## config.mk

```make
export PLATFORM = sky130hd
export DESIGN_NAME = serial_frame_rx
export DESIGN_NICKNAME = d
export VERILOG_FILES = /design/src/rtl/serial_frame_rx.sv
export SDC_FILE = /design/constraint.sdc
export NUM_CORES = 1
export LEC_CHECK = 0
export BUFFER_PORTS_ARGS = -buffer_cell sky130_fd_sc_hd__buf_2
export CAP_MARGIN = 20
export CORE_MARGIN = 3
export CORE_UTILIZATION = 56
export DETAILED_ROUTE_END_ITERATION = 16
export MAX_ROUTING_LAYER = met4
export PLACE_DENSITY = 0.86
export SLEW_MARGIN = 30
export SYNTH_ARGS = -nofsm -noshare
export SYNTH_HDL_FRONTEND = slang
export SYNTH_SLANG_ARGS = --single-unit
```

## constraint.sdc

```tcl
create_clock -name clk -period 2.5 [get_ports clk]
set_input_delay 0.125 -clock clk [delete_from_list [all_inputs] [get_ports clk]]
set_output_delay 0.125 -clock clk [all_outputs]
set_load 0.05 [all_outputs]
```

## src/rtl/serial_frame_rx.sv

```systemverilog
// Serial frame receiver (start, WIDTH data bits, optional even parity with SERIAL_FRAME_RX_PARITY_EN, stop) into a one-entry valid/ready register.
// out_valid rises 1 clk after the stop-bit sample; a full, unaccepted output register drops the new frame and pulses overrun.
`timescale 1ns/1ps
module serial_frame_rx #(
  parameter int WIDTH = 5
) (
  input  logic             clk,
  input  logic             rst_n,
  input  logic             bit_en,
  input  logic             si,
  input  logic             msb_first,
  output logic [WIDTH-1:0] out_data,
  output logic             out_valid,
  input  logic             out_ready,
  output logic             busy,
  output logic             frame_err,
  output logic             parity_err,
  output logic             overrun
);

  localparam int CW = $clog2(WIDTH);

  typedef enum logic [1:0] {IDLE, DATA, PARITY, STOP} state_t;

`ifdef SERIAL_FRAME_RX_PARITY_EN
  localparam state_t AFTER_DATA = PARITY;
  logic par_bad_q;
  logic parity_err_q;
  assign parity_err = parity_err_q;
`else
  localparam state_t AFTER_DATA = STOP;
  assign parity_err = 1'b0;
`endif

  state_t           state_q;
  logic [CW-1:0]    cnt_q;
  logic [WIDTH-1:0] shift_q;
  logic [WIDTH-1:0] shift_d;
  logic [WIDTH-1:0] out_data_q;
  logic             msb_q;
  logic             out_valid_q;
  logic             busy_q;
  logic             frame_err_q;
  logic             overrun_q;
  logic             out_free;

  // The bit order latched at the start bit decides which end the line enters.
  always_comb begin
    shift_d = shift_q;
    if (msb_q) shift_d = {shift_q[WIDTH-2:0], si};
    else       shift_d = {si, shift_q[WIDTH-1:1]};
  end

  assign out_free = !out_valid_q || out_ready;

  always_ff @(posedge clk or negedge rst_n) begin
    if (!rst_n) begin
      state_q      <= IDLE;
      cnt_q        <= '0;
      shift_q      <= '0;
      out_data_q   <= '0;
      msb_q        <= 1'b0;
      out_valid_q  <= 1'b0;
      busy_q       <= 1'b0;
      frame_err_q  <= 1'b0;
      overrun_q    <= 1'b0;
`ifdef SERIAL_FRAME_RX_PARITY_EN
      par_bad_q    <= 1'b0;
      parity_err_q <= 1'b0;
`endif
    end else begin
      frame_err_q <= 1'b0;
      overrun_q   <= 1'b0;
`ifdef SERIAL_FRAME_RX_PARITY_EN
      parity_err_q <= 1'b0;
`endif
      if (out_valid_q && out_ready) out_valid_q <= 1'b0;
      if (bit_en) begin
        case (state_q)
          IDLE: begin
            if (!si) begin
              msb_q   <= msb_first;
              cnt_q   <= '0;
              state_q <= DATA;
              busy_q  <= 1'b1;
            end
          end
          DATA: begin
            shift_q <= shift_d;
            cnt_q   <= cnt_q + 1'b1;
            if (cnt_q == CW'(WIDTH - 1)) state_q <= AFTER_DATA;
          end
`ifdef SERIAL_FRAME_RX_PARITY_EN
          PARITY: begin
            par_bad_q <= ^{shift_q, si};
            state_q   <= STOP;
          end
`endif
          STOP: begin
            state_q <= IDLE;
            busy_q  <= 1'b0;
            if (!si) begin
              frame_err_q <= 1'b1;
`ifdef SERIAL_FRAME_RX_PARITY_EN
            end else if (par_bad_q) begin
              parity_err_q <= 1'b1;
`endif
            end else if (out_free) begin
              out_data_q  <= shift_q;
              out_valid_q <= 1'b1;
            end else begin
              overrun_q <= 1'b1;
            end
          end
          default: begin
            state_q <= IDLE;
            busy_q  <= 1'b0;
          end
        endcase
      end
    end
  end

  assign out_data  = out_data_q;
  assign out_valid = out_valid_q;
  assign busy      = busy_q;
  assign frame_err = frame_err_q;
  assign overrun   = overrun_q;

endmodule

```

# After elaboration in Yosys (flattened, before gate mapping)
# Cells that the tools add are included.
[totals] reg_bits=20 in_bits=6 output_inout_bits=10
[op_classes] n_addsub=1 eq_ne=5 mux=20 bitwise_logic=2 reduce_logical=11
[op_table] operator="1-bit two-way mux" n=13
[op_table] operator="3-bit AND reduction" n=4
[op_table] operator="3-bit case mux with 2 select lines" n=1
[op_table] operator="5-bit two-way mux" n=1
[op_table] operator="2-bit two-way mux" n=2
[op_table] operator="2-bit != test, second input constant" n=2
[op_table] operator="2-bit case mux with 2 select lines" n=1
[op_table] operator="4-bit AND reduction" n=1
[op_table] operator="3-bit by 1-bit adder with 3-bit output, second input constant" n=1
[op_table] operator="3-bit == test, second input constant" n=1
[op_table] operator="3-bit two-way mux" n=1
[op_table] operator="2-bit by 1-bit == test with 1-bit output, second input constant" n=1
[op_table] operator="2-bit == test, second input constant" n=1
[op_table] operator="2-bit zero test" n=1
[op_table] operator="1-bit NOT" n=2
[op_table] operator="1-bit case mux with 2 select lines" n=1
[op_table] operator="2-bit AND reduction" n=1
[op_table] operator="2-bit nonzero test" n=1
[op_table] operator="1-bit logical AND" n=1
[op_table] operator="1-bit zero test" n=1
[op_table] operator="1-bit logical OR" n=1

# Depth between registers and ports, before layout
# Gate-level depths: netlist of run 1.
[logic_depth] depth_word=6 mapped_depth=4 mapped_depth_nobuf=4

# Least setup slack after synthesis of run 1
# No wires, ideal clock.
[synth_path] path_kind="register to register" start="register out_valid_q, in the netlist out_valid" end="register out_data_q[0], in the netlist out_data[0]" arrival_time_ns=1.263 setup_slack_ns=1.113 path_stages_with_launch=4 cell_sequence="dfrtp_1 nand2b_1 nor2b_4 mux2_2"
[synth_via] elab_chain_cells=3
[synth_rtl] element="start, declared" line="41" rtl="logic out_valid_q;"
[synth_rtl] element="start signal, assigned" line="63" rtl="out_valid_q <= 1'b0;"
[synth_rtl] element="start signal, assigned" line="77" rtl="if (out_valid_q && out_ready) out_valid_q <= 1'b0;"
[synth_rtl] element="start signal, assigned" line="110" rtl="out_valid_q <= 1'b1;"
[synth_rtl] element="1-bit zero test" line="54" rtl="assign out_free = !out_valid_q || out_ready;"
[synth_rtl] element="1-bit logical OR" line="54"
[synth_rtl] element="4-bit AND reduction (no source line)"
[synth_rtl] element="end signal, assigned" line="109" rtl="out_data_q <= shift_q;"
[synth_rtl] element="end, declared" line="39" rtl="logic [WIDTH-1:0] out_data_q;"
# No other way between the ends.
# A chain may end at the register's enable or synchronous reset.

# Final worst setup path of run 1
[layout_path] start="register state_q[1]" end="register out_data_q[1], in the netlist out_data[1]"
[layout_via] elab_chain_cells=2
[layout_rtl] element="start, declared" line="35" rtl="state_t state_q;"
[layout_rtl] element="start signal, assigned" line="58" rtl="state_q <= IDLE;"
[layout_rtl] element="start signal, assigned" line="84" rtl="state_q <= DATA;"
[layout_rtl] element="start signal, assigned" line="91" rtl="if (cnt_q == CW'(WIDTH - 1)) state_q <= AFTER_DATA;"
[layout_rtl] element="2-bit == test" line="79" rtl="case (state_q)"
[layout_rtl] element="4-bit AND reduction (no source line)"
# No other way between the ends.

==> results of run 1 <==
==> cell usage in the layout (no fill, tap or decap) <==
master	n
dlygate4sd3_1	1
a21oi_1	1
buf_2	14
a2bb2oi_1	1
clkbuf_4	3
mux2_2	7
nor2_1	2
nand2_1	7
inv_1	7
nor4bb_1	1
o21ai_0	5
nor2b_4	1
o211ai_1	1
nand2b_1	2
ha_1	2
nand4_2	1
o22ai_1	1
conb_1	1
o2bb2ai_1	1
nor3_1	2
a22oi_1	1
dfrtp_1	20
nand3b_1	1
a22o_1	1
mux2i_1	5
==> critical path, cell delays in order, from the launching register on <==
cell     delay, ns
dfrtp_1       0.47
nand4_2       0.18
nor2b_4       0.22
mux2_2        0.36
==> cells in the mapped netlist, drive strengths merged, types with 2 or more instances <==
library cell,number
dfrtp,20
inv,7
mux2,7
nand2,7
mux2i,5
o21ai,5
buf,2
ha,2
nand2b,2
nor2,2
nor3,2
==> final timing paths <==
path / cells after the start / slack (ns) / to
max: 3 / 1.15 / out_data[1]$_DFFE_PN0P_
min: 2 / 0.07 / msb_q$_DFFE_PN0P_
max reg2reg: 3 / 1.15 / out_data[1]$_DFFE_PN0P_
min reg2reg: 1 / 0.51 / out_data[2]$_DFFE_PN0P_
max in group asynchronous: 2 / 1.90 / out_data[2]$_DFFE_PN0P_
min in group asynchronous: 2 / 0.29 / busy$_DFFE_PN0P_
==> final cells by class <==
| cell class | count | area [µm²] | share of cell area [%] |
|---|---|---|---|
| flip-flops and latches | 20 | 500 | 50.9 |
| clock buffers | 3 | 22.5 | 2.29 |
| repair buffers | 15 | 80.1 | 8.14 |
| well taps | 15 | 18.8 | 1.91 |
| multi-input cells | 44 | 335 | 34.1 |
| inverters | 7 | 26.3 | 2.67 |
==> metrics by stage <==
stage	hold WS, ns	worst slack [ns]	utilization [%]
CTS	0.0638	1.15	71.1
global placement	0.0864	1.22	68.8
global route	0.0642	1.03	71.1
finish	0.0699	1.15	71.1
floorplan	-0.171	1.11	-
detailed placement	0.0861	1.18	68.8
==> flip-flops by register name, indices dropped and copies added, names as in the netlist <==
name / cells
busy: 1
cnt_q: 3
frame_err: 1
msb_q: 1
out_data: 5
out_valid: 1
overrun: 1
shift_q: 5
state_q: 2
==> where the power goes <==
group	switching (mW)	internal, mW
Sequential	0.120	0.447
Combinational	0.313	0.187
Clock	0.0878	0.0558
Total	0.521	0.690
==> logic make-up after synthesis <==
logic type      Yosys count
simple gates             17
fa+ha+maj                 2
flops                    20
compound gates           12
other cells               1
buf+inv                  10
mux                      12
==> per-layer routing <==
metal  up-vias  track usage [%]  share of wire (%)
met3         4             3.56                4.4
li1        282                -                  -
met4         0             7.02                2.0
met5         -                -                  0
met1       296             21.6                 48
met2        14             24.2                 45
==> reports/metrics.cfg, run 1 <==
[run_status]
status = finished clean

[global_route]
grt_use_total_pct = 16.4
grt_pass1_vias = 542
grt_max_degree = 21
overflow = 0
antenna_found_initial = 0
grt_pass1_wl_um = 2350

[yosys]
ys_seq_area_share_pct = 57.0
synth_nets = 82
synth_top_family_by_area = multiplexers
yosys.area_share.adder_pct = 2.85
synth.largest_area_cell = dfrtp_1
synth_flop_cell = dfrtp_1
muxShareOfSynthArea_pct = 14.7
synthTopCellsByArea = dfrtp_1 57%, mux2_2 9.0%, mux2i_1 5.7%
synth-compound-area-share_pct = 8.83
synth_edf_count = 0
synth_top_area_share_pct = 57.0
syn_inst = 74
ys_ff_latch = 20
synth_xor_xnor_area_share_pct = 0
async_reset_ff_share_pct = 100
netlist-cell-type-count = 25
yosysWarnings = 0
syn_avg_cell_area_um2 = 11.9
synth-simple-area-share_pct = 11.4
netlist_area_um2 = 878

[detailed_routing]
antenna_left = 0
vias = 596
drt_wl_total_um = 1420
avgRoutedWirePerCell_um = 13.7
drc = 0
firstDrtPassIters = 4
viasPerCell = 5.73
first_iter_violations = 7

[sta]
fin_tns_setup_ns = 0
max_freq_mhz = 740
setup_violations = 0
rsz0062_at_grt = no
fin_crit_ns = 1.35
maxSlewViolCount = 0
period_share_pct = 54.0
finalClockSkew_ns = 0.0106
hold_violations = 0

[critical_path]
worstSetupStartpointType = flop
crit_arrival_ns = 1.52
r2r-start = state_q[1]$_DFFE_PN0P_
path_max_fanout = 7
crit_path_start = state_q[1]$_DFFE_PN0P_
crit_required_ns = 2.67
critPathCaptureType = flop
worstSetupPathType = flop to flop

[floorplan]
initial_core_util_pct = 63.5
core_area_mm2 = 0.00138
die_area_mm2 = 0.00208
die_w_um = 45.6
num_rows = 13
ios = 16
dieHeight_um = 45.6

[clock_network]
cts_tree = done
clk_pin_slew_ns = 0.11
cts_max_level = 1
clkSinkCount = 20
cts_hold_buffers = 1
clk_latency_ns = 0.29
cts_buffers = 3
ctsLongestPathBuffers = 2
cts_setup_buffers = 0
ctsResizeCount = 0
root_buffer = clkbuf_4

[final_layout]
post_route_cells_drive_above_1_share_pct = 29.2
nets = 99
syn_to_final_growth_pct = 12.0
n_fill_cell = 111
final_cell_area_um2 = 983
antenna_cells = 0
fin_cells = 104

[power_and_ir_drop]
power_density_mw_per_mm2 = 1230
p_leak_nw = 0.516
irDropWorstVdd_v = 0.000572
finalPower_mw = 1.21

[placed_design]
hpwl_um = 1070
placed_cell_area_um2 = 951
port_buffers = 14
gp_congestion = 0.678
dp_cells = 100

[job]
cap_violations = 0

[min_path]
min_from = msb_first
hold_class = input pin to flop

(Power assumes the default switching activity.)
==> run 2, diff against run 1 <==
- ABC_AREA: unset -> 1
- CORE_UTILIZATION: 56 -> 53
- PLACE_DENSITY: 0.86 -> 0.82
- clock period: 2.5 -> 1.3 ns (I/O delays scaled with it)
==> reports/metrics.cfg, run 2 <==
[detailed_routing]
vias = 792
viasPerCell = 5.04
drc = 0
avgRoutedWirePerCell_um = 11.3
firstDrtPassIters = 4
drt_wl_total_um = 1770
antenna_left = 0
first_iter_violations = 25

[yosys]
synth_nets = 123
ys_seq_area_share_pct = 53.2
netlist-cell-type-count = 17
async_reset_ff_share_pct = 100
yosys.area_share.adder_pct = 2.66
synthTopCellsByArea = dfrtp_1 53%, nand2_1 18%, nand3_1 5.9%
synth-simple-area-share_pct = 29.1
synth_common_cells = 45 x nand2_1, 20 x dfrtp_1, 13 x inv_1
yosysWarnings = 0
synth_top_area_share_pct = 53.2
synth_top_family_by_area = simple AND/OR/NAND/NOR gates
synth.largest_area_cell = dfrtp_1
netlist_area_um2 = 941
synth_flop_cell = dfrtp_1
synth_edf_count = 0
syn_inst = 115
synth-compound-area-share_pct = 6.52
muxShareOfSynthArea_pct = 0
ys_ff_latch = 20
syn_avg_cell_area_um2 = 8.18
synth_xor_xnor_area_share_pct = 0
yosys.cell_count.top_type = nand2_1

[floorplan]
die_w_um = 48.1
core_area_mm2 = 0.00159
ios = 16
die_area_mm2 = 0.00232
num_rows = 14
initial_core_util_pct = 59.0
dieHeight_um = 48.1

[sta]
fin_crit_ns = 1.15
worst_slack_ns = 0.154
fin_tns_setup_ns = 0
max_freq_mhz = 873
rsz0062_at_grt = no
hold_violations = 0
setup_violations = 0
period_share_pct = 88.1
maxSlewViolCount = 0
finalClockSkew_ns = 0.00810
hold_ws_ns = 0.0603

[final_layout]
post_route_cells_drive_above_1_share_pct = 16.5
nets = 142
syn_to_final_growth_pct = 16.9
final_cell_area_mm2 = 0.00110
final_cell_mix = 45 x nand2_1, 20 x dfrtp_1, 14 x buf_2, 13 x inv_1, 11 x nand3_1
layout_commonest_cell = nand2_1
antenna_cells = 0
fin_util_pct = 69.0

[critical_path]
crit_required_ns = 1.53
r2r_cells = 5
slowest_delay_ns = 0.41
worstSetupPathType = flop to flop
worstSetupStartpointType = flop
critPathCaptureType = flop
crit_path_top_delay_cell = dfrtp_1
path_max_fanout = 11
cp_cell_sequence = inv_1 > nand2_1 > nor2_4 > nand2_1 > o21ai_0
cp_common_cell = nand2_1
crit_arrival_ns = 1.38

[min_path]
hold_depth = 2
hold_class = input pin to flop

[placed_design]
hpwl_um = 1220
placed_cell_area_mm2 = 0.00102
port_buffers = 14
dpl_worst_slack_ns = 0.194
gp_congestion = 0.844

[run_status]
status = finished clean

[global_route]
antenna_found_initial = 0
grt_pass1_vias = 708
overflow = 0
grt_max_degree = 21
grt_pass1_wl_um = 2900
grt_use_total_pct = 19.0

[clock_network]
ctsLongestPathBuffers = 2
clk_pin_slew_ns = 0.12
cts_tree = done
root_buffer = clkbuf_4
clkSinkCount = 20
cts_buffers = 3
cts_max_level = 1
ctsResizeCount = 0
clk_latency_ns = 0.31

[power_and_ir_drop]
p_leak_nw = 0.604
irDropWorstVdd_v = 0.00158
power_density_mw_per_mm2 = 2290

[job]
cap_violations = 0

run 2: timing repair:
item	in CTS	in global routing
endpoints found under the hold margin	22	0
buffers inserted	0	0
hold buffers	3	0
run 2: area by class of cell:
cell class / instances / area [µm²]
Clock buffer: 3 / 22.5
Clock inverter: 1 / 30.0
Fill cell: 126 / 494
Inverter: 14 / 52.6
Multi-Input combinational cell: 78 / 364
Sequential cell: 20 / 500
Tap cell: 24 / 30.0
Timing Repair Buffer: 17 / 100
run 2: logic make-up after synthesis:
logic type,count (synthesis)
compound gates,12
fa+ha+maj,2
flops,20
other cells,1
buf+inv,17
simple gates,63
run 2: report_power, final:
part / switching (mW) / leakage, nW / internal (mW)
Combinational: 0.716 / 0.318 / 0.278
Clock: 0.199 / 0.0279 / 0.312
Sequential: 0.175 / 0.258 / 0.843
run 2: metal layers:
| layer | global-route usage [%] | wire length (µm) | part of all wire [%] | vias up |
|---|---|---|---|---|
| met1 | 21.1 | 775 | 44 | 361 |
| met4 | 7.53 | 24 | 1.4 | 0 |
| li1 | - | - | - | 391 |
| met3 | 4.43 | 90 | 5.1 | 4 |
| met2 | 32.7 | 882 | 50 | 36 |
| met5 | - | 0 | 0 | - |
run 2: through the flow:
stage	instances	total power [mW]
finish	157	2.52
global route	157	2.71
CTS	157	2.52
detailed placement	150	2.01
global placement	150	1.96
floorplan	115	1.80
run 2: path summary, 6_finish.rpt:
kind | slack (ns) | endpoint | startpoint
worst max register to register | 0.15 | shift_q[4]$_DFFE_PN0P_ | state_q[1]$_DFFE_PN0P_
worst min register to register | 0.48 | out_data[2]$_DFFE_PN0P_ | out_data[2]$_DFFE_PN0P_
worst max-delay path | 0.15 | shift_q[4]$_DFFE_PN0P_ | state_q[1]$_DFFE_PN0P_
worst min-delay path | 0.06 | state_q[1]$_DFFE_PN0P_ | bit_en
max in group asynchronous | 0.75 | state_q[0]$_DFFE_PN0P_ | rst_n
min in group asynchronous | 0.24 | frame_err$_DFF_PN0_ | rst_n
run 2: critical path: cells and delay by family (launching register included):
family                 cells  cell delay (ns)
buffers and inverters      1             0.13
AND/OR/NAND/NOR            3             0.45
flip-flops                 1             0.41
AO/OA/AOI/OAI              1             0.08
